===== src/rtl/instr_encoder.sv =====
// -----------------------------------------------------------------------------
// instr_encoder
//
// Purpose:
//   Packs a set of RV32 instruction fields (format, opcode, register numbers,
//   funct3/funct7 and a signed immediate) into a 32-bit instruction word.
//   Encoded words are buffered in a 2-entry FIFO with valid/ready handshakes
//   on both sides. An illegal format encodes a NOP (0x00000013) and sets the
//   error flag that travels with the word.
//
//   The encoder also keeps two counters:
//     - enc_count: accepted requests, wrapping.
//     - err_count: accepted erroneous requests, saturating at all-ones.
//
// Configuration:
//   IMM_RANGE_CHECK_EN - when defined, an immediate that is not representable
//                        in its format also sets the error flag. When it is
//                        undefined, immediates are silently truncated and
//                        only illegal formats are flagged.
//
// Ports:
//   clk        in   1           clock, all state updates on the rising edge
//   rst        in   1           synchronous active-high reset
//   in_valid   in   1           request carries a field set to encode
//   in_ready   out  1           encoder accepts a request this cycle
//   in_fmt     in   3           0=R 1=I 2=S 3=B 4=U 5=J, 6/7 illegal
//   in_opcode  in   7           opcode bits [6:0]
//   in_rd      in   5           destination register
//   in_rs1     in   5           source register 1
//   in_rs2     in   5           source register 2
//   in_funct3  in   3           funct3 field
//   in_funct7  in   7           funct7 field
//   in_imm     in   DATA_WIDTH  signed immediate (U: full upper value,
//                               B/J: byte offset)
//   out_valid  out  1           out_instr / out_err hold a valid word
//   out_ready  in   1           consumer takes the head word this cycle
//   out_instr  out  32          encoded instruction word
//   out_err    out  1           head word is erroneous
//   enc_count  out  CNT_WIDTH   accepted requests, wrapping
//   err_count  out  CNT_WIDTH   accepted erroneous requests, saturating
// -----------------------------------------------------------------------------
module instr_encoder #(
    parameter int DATA_WIDTH = 32,
    parameter int CNT_WIDTH  = 16
) (
    input  logic                  clk,
    input  logic                  rst,
    input  logic                  in_valid,
    output logic                  in_ready,
    input  logic [2:0]            in_fmt,
    input  logic [6:0]            in_opcode,
    input  logic [4:0]            in_rd,
    input  logic [4:0]            in_rs1,
    input  logic [4:0]            in_rs2,
    input  logic [2:0]            in_funct3,
    input  logic [6:0]            in_funct7,
    input  logic [DATA_WIDTH-1:0] in_imm,
    output logic                  out_valid,
    input  logic                  out_ready,
    output logic [31:0]           out_instr,
    output logic                  out_err,
    output logic [CNT_WIDTH-1:0]  enc_count,
    output logic [CNT_WIDTH-1:0]  err_count
);

    // Format codes
    localparam logic [2:0]  FMT_R = 3'd0;
    localparam logic [2:0]  FMT_I = 3'd1;
    localparam logic [2:0]  FMT_S = 3'd2;
    localparam logic [2:0]  FMT_B = 3'd3;
    localparam logic [2:0]  FMT_U = 3'd4;
    localparam logic [2:0]  FMT_J = 3'd5;

    // addi x0, x0, 0
    localparam logic [31:0] NOP_WORD = 32'h0000_0013;

    localparam logic [CNT_WIDTH-1:0] CNT_ONE = CNT_WIDTH'(1);
    localparam logic [CNT_WIDTH-1:0] CNT_MAX = {CNT_WIDTH{1'b1}};

    // -------------------------------------------------------------------------
    // Immediate normalised to 32 bits: narrower inputs are sign-extended,
    // wider inputs are truncated (the range check, if enabled, looks at the
    // full-width value instead).
    // -------------------------------------------------------------------------
    logic [31:0] w_imm32;

    generate
        if (DATA_WIDTH >= 32) begin : g_imm_trunc
            assign w_imm32 = in_imm[31:0];
        end else begin : g_imm_sext
            assign w_imm32 = {{(32 - DATA_WIDTH){in_imm[DATA_WIDTH-1]}}, in_imm};
        end
    endgenerate

    // -------------------------------------------------------------------------
    // Encoder datapath
    // -------------------------------------------------------------------------
    logic [31:0] w_word;
    logic        w_fmt_illegal;
    logic        w_range_err;
    logic        w_err;

    // Field packing for each base format; illegal formats fall back to a NOP.
    always_comb begin
        w_word        = NOP_WORD;
        w_fmt_illegal = 1'b0;
        case (in_fmt)
            FMT_R: w_word = {in_funct7, in_rs2, in_rs1, in_funct3, in_rd, in_opcode};
            FMT_I: w_word = {w_imm32[11:0], in_rs1, in_funct3, in_rd, in_opcode};
            FMT_S: w_word = {w_imm32[11:5], in_rs2, in_rs1, in_funct3,
                             w_imm32[4:0], in_opcode};
            FMT_B: w_word = {w_imm32[12], w_imm32[10:5], in_rs2, in_rs1, in_funct3,
                             w_imm32[4:1], w_imm32[11], in_opcode};
            FMT_U: w_word = {w_imm32[31:12], in_rd, in_opcode};
            FMT_J: w_word = {w_imm32[20], w_imm32[10:1], w_imm32[11],
                             w_imm32[19:12], in_rd, in_opcode};
            default: begin
                w_word        = NOP_WORD;
                w_fmt_illegal = 1'b1;
            end
        endcase
    end

`ifdef IMM_RANGE_CHECK_EN
    // Work at least 33 bits wide so the U-format "fits in a signed 32-bit
    // value" test and all range bounds are exact for any DATA_WIDTH.
    localparam int EW = (DATA_WIDTH > 33) ? DATA_WIDTH : 33;

    localparam logic signed [EW-1:0] LIM12_LO = EW'(-2048);
    localparam logic signed [EW-1:0] LIM12_HI = EW'(2047);
    localparam logic signed [EW-1:0] LIMB_LO  = EW'(-4096);
    localparam logic signed [EW-1:0] LIMB_HI  = EW'(4094);
    localparam logic signed [EW-1:0] LIMJ_LO  = EW'(-1048576);
    localparam logic signed [EW-1:0] LIMJ_HI  = EW'(1048574);

    logic signed [EW-1:0] w_imm_x;

    assign w_imm_x = EW'($signed(in_imm));

    // Inclusive signed range test.
    function automatic logic in_range(input logic signed [EW-1:0] v,
                                      input logic signed [EW-1:0] lo,
                                      input logic signed [EW-1:0] hi);
        return (v >= lo) && (v <= hi);
    endfunction

    // Bits [EW-1:31] all equal means the value sign-extends from bit 31.
    function automatic logic fits_s32(input logic signed [EW-1:0] v);
        return (&v[EW-1:31]) | ~(|v[EW-1:31]);
    endfunction

    // Flags immediates that cannot be represented in the selected format.
    always_comb begin
        w_range_err = 1'b0;
        case (in_fmt)
            FMT_I, FMT_S: w_range_err = ~in_range(w_imm_x, LIM12_LO, LIM12_HI);
            FMT_B:        w_range_err = ~in_range(w_imm_x, LIMB_LO, LIMB_HI) | w_imm_x[0];
            FMT_J:        w_range_err = ~in_range(w_imm_x, LIMJ_LO, LIMJ_HI) | w_imm_x[0];
            FMT_U:        w_range_err = (w_imm_x[11:0] != 12'd0) | ~fits_s32(w_imm_x);
            default:      w_range_err = 1'b0;
        endcase
    end
`else
    assign w_range_err = 1'b0;
`endif

    assign w_err = w_fmt_illegal | w_range_err;

    // -------------------------------------------------------------------------
    // 2-entry FIFO built as a head register (drives the outputs directly) and
    // a tail register. in_ready only looks at the tail occupancy, so it never
    // depends combinationally on out_ready.
    // -------------------------------------------------------------------------
    logic        r_head_valid;
    logic [31:0] r_head_instr;
    logic        r_head_err;
    logic        r_tail_valid;
    logic [31:0] r_tail_instr;
    logic        r_tail_err;

    logic        w_push;
    logic        w_pop;

    assign in_ready  = ~r_tail_valid;
    assign out_valid = r_head_valid;
    assign out_instr = r_head_instr;
    assign out_err   = r_head_err;

    assign w_push = in_valid & ~r_tail_valid;
    assign w_pop  = r_head_valid & out_ready;

    // FIFO storage and occupancy.
    always_ff @(posedge clk) begin
        if (rst) begin
            r_head_valid <= 1'b0;
            r_head_instr <= 32'd0;
            r_head_err   <= 1'b0;
            r_tail_valid <= 1'b0;
            r_tail_instr <= 32'd0;
            r_tail_err   <= 1'b0;
        end else if (w_pop) begin
            if (r_tail_valid) begin
                // Full: no push is possible, tail advances to head.
                r_head_instr <= r_tail_instr;
                r_head_err   <= r_tail_err;
                r_tail_valid <= 1'b0;
            end else if (w_push) begin
                // One entry, pop and push together: new word replaces head.
                r_head_instr <= w_word;
                r_head_err   <= w_err;
            end else begin
                r_head_valid <= 1'b0;
            end
        end else if (w_push) begin
            if (!r_head_valid) begin
                r_head_valid <= 1'b1;
                r_head_instr <= w_word;
                r_head_err   <= w_err;
            end else begin
                r_tail_valid <= 1'b1;
                r_tail_instr <= w_word;
                r_tail_err   <= w_err;
            end
        end else begin
            r_head_valid <= r_head_valid;
            r_tail_valid <= r_tail_valid;
        end
    end

    // -------------------------------------------------------------------------
    // Statistics counters
    // -------------------------------------------------------------------------
    logic [CNT_WIDTH-1:0] r_enc_count;
    logic [CNT_WIDTH-1:0] r_err_count;

    assign enc_count = r_enc_count;
    assign err_count = r_err_count;

    // Accepted-request counter wraps; error counter sticks at all-ones.
    always_ff @(posedge clk) begin
        if (rst) begin
            r_enc_count <= '0;
            r_err_count <= '0;
        end else if (w_push) begin
            r_enc_count <= r_enc_count + CNT_ONE;
            if (w_err && (r_err_count != CNT_MAX)) begin
                r_err_count <= r_err_count + CNT_ONE;
            end else begin
                r_err_count <= r_err_count;
            end
        end else begin
            r_enc_count <= r_enc_count;
            r_err_count <= r_err_count;
        end
    end

endmodule


===== config.mk =====
export PLATFORM = sky130hd
export DESIGN_NAME = instr_encoder
export DESIGN_NICKNAME = d
export VERILOG_FILES = /design/src/rtl/instr_encoder.sv
export SDC_FILE = /design/constraint.sdc
export NUM_CORES = 1
export LEC_CHECK = 0
export CAP_MARGIN = 15
export CORE_ASPECT_RATIO = 0.5
export CORE_MARGIN = 2
export CORE_UTILIZATION = 51
export DETAILED_ROUTE_END_ITERATION = 12
export PLACE_DENSITY = 0.85
export SETUP_SLACK_MARGIN = 0.2
export SLEW_MARGIN = 10
export SYNTH_ARGS = -nofsm -noshare
export SYNTH_HDL_FRONTEND = slang
export SYNTH_SLANG_ARGS = --single-unit

===== constraint.sdc =====
create_clock -name clk -period 3.67 [get_ports clk]
set_clock_uncertainty 0.1 [all_clocks]
set_input_delay 0.5505 -clock clk [delete_from_list [all_inputs] [get_ports clk]]
set_output_delay 0.5505 -clock clk [all_outputs]
set_load 0.02 [all_outputs]

==> impl_metrics.csv <==
group,metric,value,unit
yosys,yosysSeqAreaShare,43.0,%
clocking,cts-root-buf,"clkbuf_16",
finish,seq_area,0.00200,mm^2
finish,drive_gt1_share,5.21,%
timing,hold_viol_final,0,
setup_path,crit_type,"primary input to register",
yosys,synth_top_family_by_area,"compound AO/OA/AOI/OAI gates",
timing,worst_pin_slew,0.749,ns
finish,multi_input_area,0.00245,mm^2
route,first_pass_iters,5,
grt,grt_first_pass_wirelength,19700,um
setup_path,max_stage_delay,0.79,ns
min_path,hold_class,"register to register",
grt,antenna_found_initial,0,
flow_run,maxCapViolations,0,
yosys,synth_area,0.00466,mm^2
route,dr.first_iter.drc_count,349,
die,die_area,0.00997,mm^2
yosys,synth_xor_area_share,4.89,%
timing,final-setup-viol-count,0,
yosys,synth-compound-area-share,24.0,%
die,ios,138,
die,die_y,71.6,um
setup_path,crit_path_end_kind,"register",
clocking,clk_path_buf_depth,2,
yosys,synth_top_flop_cell,"dfxtp_1",
grt,grt_usage,24.2,%
yosys,syn_nets,646,
die,die_w,139,um
setup_path,required,3.80,ns
outcome,status,"finished, final reports clean",
yosys,synthCells,572,
pwr,vdd_ir_drop_max,0.248,mV
grt,first_global_vias,4035,
placement,hpwl,8550,um
finish,layout.nets,760,
clocking,ctsHoldBuffers,0,
die,core_area,0.00880,mm^2
yosys,async_reset_ff_share,0,%
grt,grt_max_degree,71,
route,vias,4590,
timing,drv_slew,0,
route,wl,12300,um
timing,clock.fmax,0.384,GHz
clocking,cts_made_buffers,9,
pwr,powerDensity,406,mW/mm^2
setup_path,start_kind,"primary input",
route,ant_nets,0,
setup_path,worstPathArrival,2.73,ns
timing,fin_crit_sh,71.0,%
route,vias_per_cell,5.68,
clocking,clkSinkCount,100,
yosys,yosys.area_share.simple,21.3,%
route,post_drt_wl_per_cell,15.3,um
finish,antenna_cells,0,
yosys,synth.yosys.warnings,0,
timing,tns,0,ns
placement,gp_congestion,0.843,
placement,io_buffer_count,137,
yosys,ys_types,48,
yosys,synth_area_per_cell,8.15,um^2
finish,final_cell_mix,"clkdlybuf4s50_1, nor2_1, dfxtp_1",
finish,final_common_cell,"clkdlybuf4s50_1",
clocking,clock_latency,0.34,ns
clocking,cts_max_level,3,
pwr,p_leak,2.27,nW
yosys,ys_seq_elements,100,
timing,finalCriticalPeriod,2.60,ns
setup_path,cp_slowest_cell,"clkdlybuf4s50_1",
setup_path,path_cells,"clkdlybuf4s50_1, and4b_1, nand4_1, a21oi_2, nand3_1, mux2_1",
timing,rsz0062_at_grt,"no",
yosys,synth_edf_count,0,
clocking,cts_tree,"yes",
clocking,cts_resized,0,
die,start_util,53.0,%
clocking,cts_setup_buffers,0,
clocking,clkTransAtPathRegs,0.07,ns
yosys,synth_adder_area_share,0.805,%
grt,overflow,0,
pwr,report.power.total,2.60,mW
finish,n_fill_cell,681,
timing,relSlewSlack,50.0,%
finish,syn2layout_area_growth,37.2,%
yosys,muxShareOfSynthArea,1.34,%
die,row_count,24,
setup_path,path_max_fanout,12,
route,drc_errors,0,
## worst max-delay path: cells and delay by family
family / cells / cell delay [ns]
simple gates: 3 / 0.80
buf+inv: 1 / 0.79
mux: 1 / 0.31
compound gates: 1 / 0.28
## report_power, final
group / switching [mW] / leakage [nW] / internal (mW)
clock network: 0.421 / 0.149 / 0.553
logic: 0.235 / 1.30 / 0.213
registers: 0.0356 / 0.812 / 1.14
total: 0.692 / 2.27 / 1.90
## cell families after synthesis
family / Yosys count
AOI/OAI and AO/OA: 166
DFF: 100
adders and majority gates: 3
xor gates and xnor gates: 26
and+or+nand+nor: 220
muxes: 6
buffers and inverters: 51
## per-stage QoR
stage	cells	setup slack, ns	instance area (um^2)	hold WS [ns]	util [%]
after global routing	808	0.902	6390	0.370	72.7
after global placement	792	0.814	6080	0.344	69.1
after floorplan	572	1.39	4660	0.337	-
final	808	1.07	6390	0.355	72.7
after CTS	808	1.09	6390	0.358	72.7
after detailed placement	792	0.739	6080	0.349	69.1
## path summary, 6_finish.rpt
kind                    from              end  slack [ns]  cells past startpoint
min          r_tail_instr[2]  r_tail_instr[2]        0.36                      2
max reg2reg     r_tail_valid    out_instr[21]        1.51                      8
min reg2reg  r_tail_instr[2]  r_tail_instr[2]        0.36                      2
max                in_fmt[2]    err_count[13]        1.07                      6
## flip-flops by register name (all words and copies together) (netlist names)
signal and count:
out_instr 32, r_tail_instr 32, enc_count 16, err_count 16
out_err 1, out_valid 1, r_tail_err 1, r_tail_valid 1
## routing by layer
metal	global-route usage [%]	routed length [um]	vias up
met5	0	0	-
met4	7.41	236	0
met3	4.41	630	26
met2	40.4	5920	159
met1	32.7	5550	2143
li1	-	-	2262
## area by class of cell
cell class	count	area share [%]
repair buffers	147	22.8
inverters	7	0.411
clock inverters	6	1.13
multi-input cells	421	38.3
well taps	117	2.29
clock buffers	10	3.74
flip-flops and latches	100	31.3
## synthesized netlist by cell type (all sizes together) (7+ instances only)
cell type | count | area share, %
clkbuf | 25 | 2.0
nor2b | 15 | 2.0
nand3 | 22 | 2.4
buf | 19 | 2.1
nor2 | 110 | 8.9
nand4 | 7 | 1.1
xor2 | 13 | 2.4
o221ai | 12 | 2.3
a211oi | 40 | 6.4
xnor2 | 13 | 2.4
dfxtp | 100 | 43
a21oi | 53 | 5.8
o21ai | 13 | 1.4
nand2 | 43 | 3.5
a22oi | 20 | 3.2
Note: power is estimated with default switching activity, not from simulation.
